==> src/rtl/uart_rx.sv <==
// 8N1 serial receiver, LSB first, with a one-entry valid/ready holding register.
// The asynchronous rx line is double-flopped. Framing and overrun errors are sticky.
module uart_rx #(
    parameter int CLKS_PER_BIT = 868,
    parameter int DATA_BITS    = 8
) (
    input  logic                 clk,
    input  logic                 reset_n,
    input  logic                 rx,
    output logic [DATA_BITS-1:0] rx_data,
    output logic                 rx_valid,
    input  logic                 rx_ready,
    output logic                 frame_err,
    output logic                 overrun,
    input  logic                 clr_err,
    output logic                 busy
);

    localparam int                BAUD_W    = $clog2(CLKS_PER_BIT);
    localparam logic [BAUD_W-1:0] BAUD_MID  = BAUD_W'(CLKS_PER_BIT / 2 - 1);
    localparam logic [BAUD_W-1:0] BAUD_LAST = BAUD_W'(CLKS_PER_BIT - 1);
    localparam logic [2:0]        LAST_BIT  = 3'(DATA_BITS - 1);

    typedef enum logic [2:0] {
        S_IDLE,
        S_START,
        S_DATA,
        S_STOP,
        S_BREAK
    } state_t;

    state_t                 state_q, state_d;
    logic                   sync1_q, sync2_q;
    logic [BAUD_W-1:0]      baud_q, baud_d;
    logic [2:0]             bit_cnt_q, bit_cnt_d;
    logic [DATA_BITS-1:0]   shreg_q, shreg_d;
    logic [DATA_BITS-1:0]   rx_data_q, rx_data_d;
    logic                   rx_valid_q, rx_valid_d;
    logic                   frame_err_q, frame_err_d;
    logic                   overrun_q, overrun_d;
    logic                   rx_s;

    // Synchroniser presets to 1 so a reset never looks like a start bit.
    always_ff @(posedge clk or negedge reset_n) begin
        if (!reset_n) begin
            sync1_q <= 1'b1;
            sync2_q <= 1'b1;
        end else begin
            sync1_q <= rx;
            sync2_q <= sync1_q;
        end
    end

    assign rx_s = sync2_q;

    always_ff @(posedge clk or negedge reset_n) begin
        if (!reset_n) begin
            state_q     <= S_IDLE;
            baud_q      <= '0;
            bit_cnt_q   <= '0;
            shreg_q     <= '0;
            rx_data_q   <= '0;
            rx_valid_q  <= 1'b0;
            frame_err_q <= 1'b0;
            overrun_q   <= 1'b0;
        end else begin
            state_q     <= state_d;
            baud_q      <= baud_d;
            bit_cnt_q   <= bit_cnt_d;
            shreg_q     <= shreg_d;
            rx_data_q   <= rx_data_d;
            rx_valid_q  <= rx_valid_d;
            frame_err_q <= frame_err_d;
            overrun_q   <= overrun_d;
        end
    end

    always_comb begin
        state_d     = state_q;
        baud_d      = baud_q;
        bit_cnt_d   = bit_cnt_q;
        shreg_d     = shreg_q;
        rx_data_d   = rx_data_q;
        rx_valid_d  = rx_valid_q;
        frame_err_d = frame_err_q;
        overrun_d   = overrun_q;

        if (rx_valid_q && rx_ready) begin
            rx_valid_d = 1'b0;
        end
        // Clear first so that a flag set later in this cycle takes priority.
        if (clr_err) begin
            frame_err_d = 1'b0;
            overrun_d   = 1'b0;
        end

        case (state_q)
            S_IDLE: begin
                baud_d = '0;
                if (!rx_s) begin
                    state_d = S_START;
                end
            end
            S_START: begin
                if (baud_q == BAUD_MID) begin
                    baud_d = '0;
                    if (rx_s) begin
                        state_d = S_IDLE;
                    end else begin
                        state_d   = S_DATA;
                        bit_cnt_d = '0;
                    end
                end else begin
                    baud_d = baud_q + BAUD_W'(1);
                end
            end
            S_DATA: begin
                if (baud_q == BAUD_LAST) begin
                    baud_d  = '0;
                    shreg_d = {rx_s, shreg_q[DATA_BITS-1:1]};
                    if (bit_cnt_q == LAST_BIT) begin
                        state_d = S_STOP;
                    end else begin
                        bit_cnt_d = bit_cnt_q + 3'd1;
                    end
                end else begin
                    baud_d = baud_q + BAUD_W'(1);
                end
            end
            S_STOP: begin
                if (baud_q == BAUD_LAST) begin
                    baud_d = '0;
                    if (rx_s) begin
                        state_d = S_IDLE;
                        // A byte being taken this cycle frees the slot for the new one.
                        if (!rx_valid_q || rx_ready) begin
                            rx_data_d  = shreg_q;
                            rx_valid_d = 1'b1;
                        end else begin
                            overrun_d = 1'b1;
                        end
                    end else begin
                        state_d     = S_BREAK;
                        frame_err_d = 1'b1;
                    end
                end else begin
                    baud_d = baud_q + BAUD_W'(1);
                end
            end
            S_BREAK: begin
                baud_d = '0;
                if (rx_s) begin
                    state_d = S_IDLE;
                end
            end
            default: begin
                state_d = S_IDLE;
                baud_d  = '0;
            end
        endcase
    end

    assign rx_data   = rx_data_q;
    assign rx_valid  = rx_valid_q;
    assign frame_err = frame_err_q;
    assign overrun   = overrun_q;
    assign busy      = (state_q != S_IDLE);

endmodule

==> config.mk <==
export PLATFORM = sky130hd
export DESIGN_NAME = uart_rx
export DESIGN_NICKNAME = d
export VERILOG_FILES = /design/src/rtl/uart_rx.sv
export SDC_FILE = /design/constraint.sdc
export NUM_CORES = 1
export LEC_CHECK = 0
export CORE_ASPECT_RATIO = 0.7
export CORE_MARGIN = 4
export CORE_UTILIZATION = 65
export CTS_CLUSTER_SIZE = 25
export DETAILED_ROUTE_END_ITERATION = 10
export DONT_BUFFER_PORTS = 1
export GPL_ROUTABILITY_DRIVEN = 0
export GPL_TIMING_DRIVEN = 0
export PLACE_DENSITY = 0.81
export SLEW_MARGIN = 30
export SYNTH_ARGS = -nofsm -noshare
export SYNTH_HDL_FRONTEND = slang
export SYNTH_SLANG_ARGS = --single-unit
==> constraint.sdc <==
create_clock -name clk -period 3 [get_ports clk]
set_input_delay 0.9 -clock clk [delete_from_list [all_inputs] [get_ports clk]]
set_output_delay 0.9 -clock clk [all_outputs]
set_load 0.02 [all_outputs]
==> metrics.md <==
| Metric | Value |
|---|---|
| Core Rows | `15` |
| Layout cells sized above 1 | `0.237` |
| Fin crit period | `2.29 ns` |
| Leak Pwr | `0.881 nW` |
| CTS root buf | `clkbuf_8` |
| Predominant post-synthesis flop cell | `dfrtp_1` |
| Worst Clk Skew | `0.00194 ns` |
| RSZ-0062 raised after global routing | `false` |
| Syn_area_per_cell | `12.0 µm²` |
| Syn-to-layout area delta | `7.49%` |
| Peak ir drop on the vdd network | `0.330 mV` |
| Power density over the cells | `454 nW/µm²` |
| HPWL Detailed | `2050 µm` |
| CP top delay family | `simple AND/OR/NAND/NOR gates` |
| Final period utilization | `0.764` |
| Die extent in x | `69.5 µm` |
| Worst setup SP type | `register` |
| Fmax | `0.436 GHz` |
| Initial core utilization | `0.690` |
| First-pass GRT wire length | `5160 µm` |
| Vias in the first global route | `1056` |
| Sequential share of the synthesized area | `0.539` |
| Yosys warning total | `0` |
| Worst-path clk slew | `0.07 ns` |
| Pre-antenna DRT Iters | `4` |
| WP depth | `2` |
| Req. time, crit path | `2.10 ns` |
| Syn Inst Count | `144` |
| Max_cap viols | `0` |
| Post-synth ARST share | `1.00` |
| Worst path max stage delay | `0.52 ns` |
| Global Route Usage Sum | `0.195` |
| Post-CTS Repair Setup Buffers | `0` |
| DR WL/cell | `15.7 µm` |
| Initial antenna violation count | `0` |
| Clk Latency, worst-skew pair | `0.29 ns` |
| Post-synthesis cell type count | `40` |
| Largest net degree at the start of global routing | `38` |
| Cell Area, Placed | `1760 µm²` |
| FF+latch count, synth | `37` |
| CTS Hold Buffers Added | `0` |
| Ant diodes | `0` |
| Post-CTS Resized | `0` |
| Worst slew margin | `0.655` |
| Post-route design area | `1850 µm²` |
| Layout fillers | `153` |
| Multi-input combinational cell area | `751 µm²` |
| Layout Nets | `160` |
| FF-to-FF Start | `baud_q[0]` |
| Antenna viol nets, final | `0` |
| Worst r2r path cells | `5` |
| Synthesized Nets | `153` |
| Post-synth EDFFs | `0` |
| Via density | `5.71` |
| Slew Viols, Final | `0` |
| Outcome | `complete, no violations` |
| Placed cells | `178` |
| Register area | `928 µm²` |
| Hold WC Path Type | `input port to asynchronous set/reset pin` |
| Port Buf Inserts | `0` |
| Post-Syn Area | `1720 µm²` |
| RR Endpoint | `shreg_q[6]` |
| Final setup TNS | `0 ns` |
| CTS buffer count | `5` |
| CP cell instances | `clkbuf_1, or3_1` |
| Worst path bufs/invs | `1` |
| Iteration-0 DRC Markers | `66` |
| Total congestion overflow | `0` |
| Total power | `0.840 mW` |
| Final core occ | `0.741` |
| Hold Vio Cnt, Final | `0` |
| CP max stage cell | `or3_1` |
| Worst slew pin tran | `0.510 ns` |
| Layout Cells excl Fill | `186` |
| CTS H-tree depth | `2` |
| DRC errors left | `0` |
| Area of the die | `3550 µm²` |
| Max Buffers Root-to-Sink | `2` |
| Die Y | `51.1 µm` |
| Worst Setup End Kind | `output pin` |
| Drt total wl | `2930 µm` |
| Critical path fanouts, max | `10` |
| Core area | `2500 µm²` |
| # IOs | `17` |
| CTS tree | `yes` |
| Finish-stage setup viols | `0` |
| Crit Path Class | `register to output pin` |
| Critical path arrival | `1.39 ns` |
| R2R Setup Slk | `0.80 ns` |
| Via count | `1062` |
| Total clock sinks | `37` |
-- cell type report --
cell class                      instances  area share
Buffer                                  4     0.00879
Clock buffer                            5      0.0372
Sequential cell                        37       0.502
Inverter                                7      0.0142
Multi-Input combinational cell         96       0.406
Tap cell                               34      0.0230
Clock inverter                          3     0.00947
-- worst max-delay path by stage --
stage | start | to | slack, ns
detailed placement | baud_q[0] | shreg_q[6] | 0.82
global route | state_q[1] | busy | 0.61
finish | state_q[1] | busy | 0.71
global placement | baud_q[0] | shreg_q[5] | 0.85
CTS | state_q[1] | busy | 0.69
floorplan | baud_q[0] | shreg_q[0] | 1.06
-- kinds of logic (layout without fill, tap and decap cells) --
family,after synthesis,in the layout,share of synthesized area
mux,20,20,0.129
buf+inv,11,19,0.0247
fa+ha+maj,4,4,0.0291
compound gates,11,11,0.0487
flops,37,37,0.539
simple gates,53,53,0.189
xor+xnor,8,8,0.0407
-- flip-flops by register name (all words and copies together), names as in the netlist --
name and cells:
shreg_q 8, rx_valid 1, overrun 1, state_q 3
frame_err 1, baud_q 10, rx_s 1, sync1_q 1
bit_cnt_q 3, rx_data 8
-- where the power goes --
part	switching (mW)	leakage (nW)	internal [mW]
registers	0.000313	0.495	0.501
logic	0.00200	0.342	0.00126
clock network	0.175	0.0439	0.160
-- through the flow --
step	hold WS, ns	setup slack [ns]
3_5_place_dp	0.348	0.816
5_1_grt	0.274	0.613
4_1_cts	0.291	0.693
6_report	0.299	0.709
3_3_place_gp	0.346	0.846
2_1_floorplan	0.345	1.06
-- routing by layer --
| metal | up-vias | global-route usage | wire length [µm] |
|---|---|---|---|
| met3 | 5 | 0.0747 | 168 |
| li1 | 515 | - | - |
| met2 | 24 | 0.280 | 1310 |
| met1 | 518 | 0.266 | 1410 |
| met4 | 0 | 0.0779 | 44 |
| met5 | - | 0 | 0 |
-- worst register-to-register path, cell delays in order, from the launching register on --
cell,delay (ns)
dfrtp_1,0.42
ha_1,0.27
nand4bb_1,0.22
or2_2,0.38
nor3_4,0.40
mux2_2,0.39
-- layout by cell type, fill, tap and decap left out, types with 2 or more instances in the layout --
cell / synthesis / final
nor3_4: 2 / 2
nand3_1: 4 / 4
mux2i_1: 3 / 3
dfrtp_1: 35 / 35
ha_1: 4 / 4
o21ai_0: 2 / 2
nand2b_1: 4 / 4
clkbuf_1: 3 / 3
a311oi_1: 2 / 2
mux2_2: 17 / 17
nor2b_1: 2 / 2
dfstp_2: 2 / 2
xnor2_1: 2 / 2
inv_1: 7 / 7
xor2_1: 6 / 6
nand2_1: 7 / 7
clkinv_2: 0 / 2
nor2_1: 18 / 18
nand4_1: 2 / 2
clkbuf_8: 0 / 5
-- Yosys cell counts, types with 3 or more instances --
cell	number	area, µm²
dfrtp_1	35	876
nor2_1	18	67.6
mux2_2	17	191
inv_1	7	26.3
nand2_1	7	26.3
xor2_1	6	52.6
ha_1	4	50.1
nand2b_1	4	25.0
nand3_1	4	20.0
clkbuf_1	3	11.3
mux2i_1	3	30.0
Power figures use the tool's default switching activity.
